**src/rtl/systolic1x2_ctrl.sv**
```systemverilog
// systolic1x2_ctrl: job sequencer for the systolic1x2 multiply-accumulate array.
// Clears the array, streams K operand beats into it, waits for the pipeline to
// drain, then holds the captured accumulators behind a valid/ready handshake.
//
// Parameters:
//   KW     - width of the job length field (max K = 2^KW-1)
//   DRAIN  - cycles waited after the last accepted beat before capture (>= 3)
// Ports:
//   clk, rst                  - clock, synchronous active-high reset
//   start, cfg_len            - job request and beat count K (IDLE only)
//   busy                      - high in every state except IDLE
//   in_valid/in_ready         - operand beat handshake
//   in_a0, in_a1, in_b0       - operand beat
//   arr_rst                   - array reset (rst or CLEAR state)
//   arr_a0, arr_a1, arr_b0    - registered array operands (a1 skewed one cycle)
//   arr_c0, arr_c1            - array accumulators
//   res_valid/res_ready       - result handshake
//   res_c0, res_c1            - captured results
// Optional feature (macro SYSTOLIC1X2_CTRL_CYCCNT_EN):
//   job_cycles                - saturating count of CLEAR/STREAM/DRAIN cycles

module systolic1x2_ctrl #(
    parameter int unsigned KW    = 5,
    parameter int unsigned DRAIN = 3
) (
    input  logic          clk,
    input  logic          rst,
    input  logic          start,
    input  logic [KW-1:0] cfg_len,
    output logic          busy,
    input  logic          in_valid,
    output logic          in_ready,
    input  logic [15:0]   in_a0,
    input  logic [15:0]   in_a1,
    input  logic [15:0]   in_b0,
    output logic          arr_rst,
    output logic [15:0]   arr_a0,
    output logic [15:0]   arr_a1,
    output logic [15:0]   arr_b0,
    input  logic [31:0]   arr_c0,
    input  logic [31:0]   arr_c1,
    output logic          res_valid,
    input  logic          res_ready,
    output logic [31:0]   res_c0,
    output logic [31:0]   res_c1
`ifdef SYSTOLIC1X2_CTRL_CYCCNT_EN
    ,
    output logic [15:0]   job_cycles
`endif
);

    localparam int unsigned OW  = 16;
    localparam int unsigned RW  = 32;
    localparam int unsigned DCW = (DRAIN > 1) ? $clog2(DRAIN) : 1;

    typedef enum logic [2:0] {
        ST_IDLE,
        ST_CLEAR,
        ST_STREAM,
        ST_DRAIN,
        ST_DONE
    } state_e;

    state_e          state_q;
    logic [KW-1:0]   len_q;
    logic [KW-1:0]   beat_cnt_q;
    logic [KW-1:0]   beat_cnt_d;
    logic [DCW-1:0]  drain_cnt_q;
    logic            busy_q;
    logic            in_ready_q;
    logic            res_valid_q;
    logic [RW-1:0]   res_c0_q;
    logic [RW-1:0]   res_c1_q;
    logic [OW-1:0]   arr_a0_q;
    logic [OW-1:0]   arr_a1_q;
    logic [OW-1:0]   arr_b0_q;
    logic [OW-1:0]   skew_q;
    logic            beat_acc;
    logic            beat_last;
    logic            drain_last;

    // Beat acceptance; in_ready_q is only ever set in STREAM.
    assign beat_acc   = in_valid & in_ready_q;
    assign beat_cnt_d = beat_cnt_q + KW'(1);
    assign beat_last  = (beat_cnt_d == len_q);
    assign drain_last = (drain_cnt_q == DCW'(DRAIN - 1));

    // Sequencer FSM with registered outputs.
    always_ff @(posedge clk) begin
        if (rst) begin
            state_q     <= ST_IDLE;
            len_q       <= '0;
            beat_cnt_q  <= '0;
            drain_cnt_q <= '0;
            busy_q      <= 1'b0;
            in_ready_q  <= 1'b0;
            res_valid_q <= 1'b0;
            res_c0_q    <= '0;
            res_c1_q    <= '0;
            arr_a0_q    <= '0;
            arr_a1_q    <= '0;
            arr_b0_q    <= '0;
            skew_q      <= '0;
        end else begin
            // The array accumulates every cycle, so non-beat cycles feed zeros.
            arr_a0_q <= beat_acc ? in_a0 : '0;
            arr_b0_q <= beat_acc ? in_b0 : '0;
            skew_q   <= beat_acc ? in_a1 : '0;
            // a1 lags one cycle to line up with the array's internal b pass-through.
            arr_a1_q <= skew_q;

            case (state_q)
                ST_IDLE: begin
                    if (start) begin
                        state_q    <= ST_CLEAR;
                        len_q      <= cfg_len;
                        beat_cnt_q <= '0;
                        busy_q     <= 1'b1;
                    end
                end
                ST_CLEAR: begin
                    // K==0 skips straight to draining a cleared, unfed array.
                    if (len_q == '0) begin
                        state_q     <= ST_DRAIN;
                        drain_cnt_q <= '0;
                    end else begin
                        state_q    <= ST_STREAM;
                        in_ready_q <= 1'b1;
                        beat_cnt_q <= '0;
                    end
                end
                ST_STREAM: begin
                    if (beat_acc) begin
                        beat_cnt_q <= beat_cnt_d;
                        if (beat_last) begin
                            state_q     <= ST_DRAIN;
                            in_ready_q  <= 1'b0;
                            drain_cnt_q <= '0;
                        end
                    end
                end
                ST_DRAIN: begin
                    if (drain_last) begin
                        res_c0_q    <= arr_c0;
                        res_c1_q    <= arr_c1;
                        res_valid_q <= 1'b1;
                        state_q     <= ST_DONE;
                    end else begin
                        drain_cnt_q <= drain_cnt_q + DCW'(1);
                    end
                end
                ST_DONE: begin
                    // start is deliberately ignored here, even on the handshake cycle.
                    if (res_ready) begin
                        res_valid_q <= 1'b0;
                        busy_q      <= 1'b0;
                        state_q     <= ST_IDLE;
                    end
                end
                default: begin
                    state_q    <= ST_IDLE;
                    busy_q     <= 1'b0;
                    in_ready_q <= 1'b0;
                end
            endcase
        end
    end

`ifdef SYSTOLIC1X2_CTRL_CYCCNT_EN
    logic [15:0] cyc_cnt_q;

    // Active-job cycle counter, saturating, held outside CLEAR/STREAM/DRAIN.
    always_ff @(posedge clk) begin
        if (rst) begin
            cyc_cnt_q <= '0;
        end else if (state_q == ST_IDLE && start) begin
            cyc_cnt_q <= '0;
        end else if ((state_q == ST_CLEAR || state_q == ST_STREAM || state_q == ST_DRAIN)
                     && cyc_cnt_q != 16'hFFFF) begin
            cyc_cnt_q <= cyc_cnt_q + 16'd1;
        end
    end

    assign job_cycles = cyc_cnt_q;
`endif

    // Array reset must follow rst in the same cycle, so it is a direct decode.
    assign arr_rst   = rst | (state_q == ST_CLEAR);
    assign busy      = busy_q;
    assign in_ready  = in_ready_q;
    assign res_valid = res_valid_q;
    assign res_c0    = res_c0_q;
    assign res_c1    = res_c1_q;
    assign arr_a0    = arr_a0_q;
    assign arr_a1    = arr_a1_q;
    assign arr_b0    = arr_b0_q;

endmodule
```
**config.mk**
```make
export PLATFORM = sky130hd
export DESIGN_NAME = systolic1x2_ctrl
export DESIGN_NICKNAME = d
export VERILOG_FILES = /design/src/rtl/systolic1x2_ctrl.sv
export SDC_FILE = /design/constraint.sdc
export NUM_CORES = 1
export LEC_CHECK = 0
export CORE_MARGIN = 2
export CORE_UTILIZATION = 36
export DETAILED_ROUTE_END_ITERATION = 10
export PLACE_DENSITY = 0.75
export SYNTH_ARGS = -nofsm -noshare
export SYNTH_HDL_FRONTEND = slang
export SYNTH_SLANG_ARGS = --single-unit
```
**constraint.sdc**
```tcl
create_clock -name clk -period 1.9 [get_ports clk]
set_clock_uncertainty 0.2 [all_clocks]
set_input_delay 0.38 -clock clk [delete_from_list [all_inputs] [get_ports clk]]
set_output_delay 0.38 -clock clk [all_outputs]
set_load 0.03 [all_outputs]
```
==> metrics.txt, run 1 <==
status completed; Reg2Reg Setup Slack 0.0008 ns; Buf/Inv on CP 0; P_int 5.58 mW; Worst-Skew Late Latency 0.40 ns; fmax 527 MHz; Hold Path Stages 2; Final Hold Fails 0; Mapped Nets 659; XOR/XNOR Fraction of Synth Area 1.07%; io pins 238; flops & latches, synth 146; largest net degree at the start of global routing 61; Mapped Cells 535; post-synth top area cell dfxtp_1; period utilisation layout 100%; Die ar. 14500 µm²; Register-to-Register Path Depth 5; Setup-failing EPs final 0; Initial Util 37.0%; dpl hpwl 9850 µm; Seq/Total Area, Yosys 59.7%; share of the synthesized area in the top cell type 59.7%; Syn-to-layout area delta 64.5%; Seq pwr share 44.5%; VDD IR max 0.000664 V; vias in the first global route 4347; ANT cells 0; Synth Area in Simple Gates 23.4%; hold slack 0.130 ns; Lkg Pwr 3.51 nW; final WL 13300 µm; crit-path cells or4_4 -> o21ai_2 -> a21boi_4 -> o21ai_4 -> a211oi_1; max incr delay on CP 0.55 ns; Detailed Routing Iterations Pass 1 4; number of port buffers 237; Die H 121 µm; R2R Path End beat_cnt_q[4]; WP data arrival 2.01 ns; die width 121 µm; GRT overflow 0; WS Path Type reg -> reg; global-route wire length before repair 20600 µm; top_reg_cell synth dfxtp_1; DRT iter0 DRCs 188; Hold EP res_valid; core box area 13200 µm²; routed via count 4462; EDFF count, synth 0; Setup Buffers After CTS 0; count leader, synth dfxtp_1; final instance area 8050 µm²; wire length per cell 13.8 µm; Slew HR 74.4%; synthesis warning total 0; number of remaining DRC errors 0; worst slew pin tran 0.386 ns; mux share of post-synthesis cell area 1.02%; Cell Area, Synth 4900 µm²; placed cell areas 7560 µm²; GRT Resource Usage Total 17.9%; root buf cell clkbuf_16; Worst EP required 2.01 ns; syn avg cell area 9.15 µm²; max cap viols 0; Worst R2R Start len_q[4]; row cnt 42; startpoint types register; Sw Pwr 1.46 mW; CTS sink count 146; Via-to-Cell Ratio 4.62; crit-path leading delay family compound AO/OA/AOI/OAI gates; largest family of logic cells by synthesized area simple AND/OR/NAND/NOR gates; Clk pwr share 46.9%; Longest Clk Path Bufs 2; compound-gate portion of the synthesized area 11.4%; Comb pwr share 8.5%; synth unique cells 37; Worst-path clk slew 0.06 ns; final core utilization 60.8%; H-Tree Depth 4; worst hold path type in -> reg; most frequent cells after synthesis dfxtp_1, nand2_1, a21oi_1, and2_1, clkbuf_1; final net count 902; Post-DRT Antenna Nets 0; post-synthesis adder-cell area fraction 0.511%; fin. max-slew vios 0; Num CTS Buffers 17; Final Wtd Congestion 0.829; unrepaired setup endpoints after global routing yes; fill count 1155; initial antenna violation count 0; largest cells by area after synthesis dfxtp_1, nand2_1, a21oi_1; PwrDens 874 nW/µm²; Final Critical Period 1.90 ns; share of cells above drive strength 1 8.11%; CP Capture Type register; slowest CP cell or4_4; CTS tree built; hold_sp rst; async set or reset register ratio after synthesis 0%; worst-path maximum fanout 5; Sw Share 20.8%; hold buffers post-CTS 0
layout make-up:
type                    instances  area (µm²)  share of cell area [%]
clock inverters                 9         133                    1.65
well taps                     176         220                    2.73
inverters                       4        15.0                   0.186
clock buffers                  21         460                    5.72
repair buffers                257        2420                    30.1
flip-flops and latches        146        2920                    36.3
multi-input cells             352        1880                    23.3
per-layer routing:
metal  share of wire (%)  GRT usage (%)
met1                  40           19.4
met2                  48           30.2
met3                  10           7.88
met4                 2.2           7.92
met5                   0              0
how the worst max path moves through the flow:
stage,from,endpoint,slack [ns],depth (start not counted)
floorplan,beat_cnt_q[0],in_ready,0.11,5
global placement,in_valid,in_ready,-0.16,5
detailed placement,in_valid,in_ready,-0.17,5
CTS,state_q[1],arr_rst,0.01,3
global route,len_q[4],beat_cnt_q[0],-0.08,5
finish,len_q[4],beat_cnt_q[4],0.0008,5
worst register-to-register path, cell delays in order, from the launching register on:
cell and delay (ns):
dfxtp_1 0.31, or4_4 0.55, o21ai_2 0.18, a21boi_4 0.22
o21ai_4 0.09, a211oi_1 0.25
metrics by stage:
| step | setup WS (ns) | power [mW] | std cells | TNS, ns |
|---|---|---|---|---|
| final | 0.000822 | 7.04 | 965 | 0 |
| after global routing | -0.0801 | 7.31 | 965 | -0.297 |
| after CTS | 0.0136 | 7.11 | 965 | 0 |
| after detailed placement | -0.170 | 3.80 | 935 | -0.973 |
| after global placement | -0.165 | 3.80 | 935 | -0.702 |
| after floorplan | 0.109 | 3.43 | 535 | 0 |
registers in the layout, indices dropped and copies added, names as in the netlist:
signal	flops
arr_a1	16
arr_a0	16
skew_q	16
drain_cnt_q	2
in_ready	1
res_c1	32
state_q	3
busy	1
res_valid	1
beat_cnt_q	5
res_c0	32
len_q	5
arr_b0	16
cells in the final DEF (no fill, tap or decap), types with 2 or more instances in the layout:
cell	n
or3_1	3
a21o_1	2
a221oi_1	3
clkdlybuf4s50_1	120
xor2_1	2
clkbuf_16	17
nand2_1	130
clkinvlp_4	2
a311oi_1	2
a311oi_2	2
dlygate4sd2_1	115
nand3b_1	3
xnor2_1	4
inv_1	4
nor4_1	2
and2_1	48
a211oi_1	4
nor2b_1	18
buf_4	18
a21oi_1	76
clkinv_4	2
nand3_1	3
clkbuf_8	2
mux2i_1	5
clkbuf_1	2
buf_12	4
clkinv_2	2
o21ai_0	2
nand2b_1	2
nor2_2	2
bufinv_16	3
nor3_1	5
dfxtp_1	145
nor2_1	17
kinds of logic (layout without fill, tap and decap cells):
group / Yosys count / count (layout)
AOI/OAI and AO/OA: 98 / 98
xor gates and xnor gates: 6 / 6
adders and majority gates: 2 / 2
buffers and inverters: 37 / 291
DFF: 146 / 146
muxes: 5 / 5
and+or+nand+nor: 241 / 241
what timing repair did:
action / in CTS / in global routing
endpoints found under the setup margin: 117 / 8
resized for setup: 116 / 7
cloned: 0 / 0
power groups by stage:
stage          Combinational [mW]  Clock, mW  Sequential (mW)
2_1_floorplan               0.198          0             3.23
3_3_place_gp                0.600          0             3.20
3_5_place_dp                0.601          0             3.20
4_1_cts                     0.592       3.38             3.13
5_1_grt                     0.646       3.53             3.14
6_report                    0.602       3.30             3.13
No activity file was read; power rests on OpenSTA's default activity.
==> inputs of run 2 (changes only) <==
CORE_ASPECT_RATIO = 1.2   (was not set)
HOLD_SLACK_MARGIN = 0.05   (was not set)
==> run 2 against run 1 <==
  * Global-route usage rose by 0.30 points
  * Power up 1.9%
  * Critical endpoint is now beat_cnt_q[0]
  * Via count rose by 1.2%
  * Critical path type unchanged
  * Largest cell class unchanged
  * Highest routed layer unchanged
  * Combinational power is 3% higher
  * Largest power group unchanged
==> metrics.txt, run 2 (same netlist as run 1, synthesis figures left out) <==
status completed; Num CTS Buffers 17; number of remaining DRC errors 0; Worst-Skew Late Latency 0.41 ns; Reg2Reg Setup Slack 0.03 ns; startpoint types register; Lkg Pwr 3.54 nW; final core utilization 61.0%; Fin Setup TNS 0 ns; Register-to-Register Path Depth 5; final net count 901; CTS tree built; fin. max-slew vios 0; placed cell areas 7520 µm²; GRT Resource Usage Total 18.2%; most common cell after layout, fill and taps aside dfxtp_1; commonest cells after routing, fill and taps aside dfxtp_1, nand2_1, clkdlybuf4s50_1; Worst R2R Start len_q[4]; largest net degree at the start of global routing 61; PwrDens 888 nW/µm²; R2R Path End beat_cnt_q[0]; WP data arrival 1.98 ns; Die ar. 14600 µm²; Final Critical Period 1.87 ns; routed via count 4514; DRT iter0 DRCs 283; dpl hpwl 9920 µm; WS Path Type reg -> reg; worst-path maximum fanout 5; GRT overflow 0; overall power 7.17 mW; root buf cell clkbuf_16; hold slack 0.229 ns; area occupied by multi-input gates 1890 µm²; global-route wire length before repair 21600 µm; die width 110 µm; max cap viols 0; Setup-failing EPs final 0; row cnt 46; wire length per cell 14.2 µm; Worst-path clk slew 0.07 ns; Detailed Routing Iterations Pass 1 4; period utilisation layout 98.4%; Final Wtd Congestion 0.855; Longest Clk Path Bufs 2; CP Capture Type register; unrepaired setup endpoints after global routing yes; hold buffers post-CTS 0; io pins 238; share of cells above drive strength 1 8.99%; core box area 13200 µm²; VDD IR max 0.000638 V; crit path launch len_q[4]; initial antenna violation count 0; worst slew pin tran 0.469 ns; vias in the first global route 4481; Worst EP required 2.01 ns; number of port buffers 237; final instance area 8070 µm²; ANT cells 0; H-Tree Depth 4; Slew HR 68.7%; fmax 535 MHz; Final Hold Fails 0; Syn-to-layout area delta 64.9%; Hold Path Stages 3; worst hold path type in -> reg; Initial Util 37.0%; Die H 132 µm; crit path to beat_cnt_q[0]; fill count 1120; Via-to-Cell Ratio 4.71; CTS sink count 146; Post-DRT Antenna Nets 0; register cell area after layout 2930 µm²; final WL 13600 µm
[run 2: cell type report]
type / count / share of cell area [%]
Tap cell: 168 / 2.60
Multi-Input combinational cell: 352 / 23.4
Timing Repair Buffer: 256 / 30.0
Sequential cell: 146 / 36.2
Inverter: 4 / 0.186
Clock buffer: 17 / 5.27
Clock inverter: 15 / 2.34
[run 2: worst min path at each step]
stage	endpoint	start
floorplan	arr_a1[0]	skew_q[0]
global placement	arr_a1[7]	skew_q[7]
detailed placement	arr_a1[14]	skew_q[14]
CTS	len_q[4]	rst
global route	len_q[4]	rst
finish	len_q[4]	rst
[run 2: worst max-delay path: stages (launching register included)]
cell      delay [ns]
dfxtp_1         0.32
or4_4           0.55
o21ai_2         0.15
a21boi_4        0.21
o21ai_4         0.10
a311oi_2        0.24
[run 2: repair_timing]
| item | in CTS | in global routing |
|---|---|---|
| buffers inserted | 1 | 2 |
| gates resized for setup | 121 | 7 |
| pin swaps | 1 | 6 |
| endpoints found under the setup margin | 119 | 7 |
[run 2: metrics by stage]
step | instances | setup WS (ns)
floorplan | 535 | 0.109
global placement | 923 | -0.143
detailed placement | 923 | -0.225
CTS | 956 | 0.0117
global route | 958 | -0.00300
finish | 958 | 0.0307
[run 2: metal layers]
| layer | share of wire, % | track usage, % |
|---|---|---|
| met5 | 0 | 0 |
| met4 | 2.5 | 7.57 |
| met3 | 10 | 7.72 |
| met2 | 51 | 33.3 |
| met1 | 36 | 18.0 |
[run 2: power by group]
part	total [mW]	internal [mW]	switching, mW
sequential	3.13	3.10	0.0256
clock	3.42	2.01	1.41
combinational	0.619	0.364	0.255
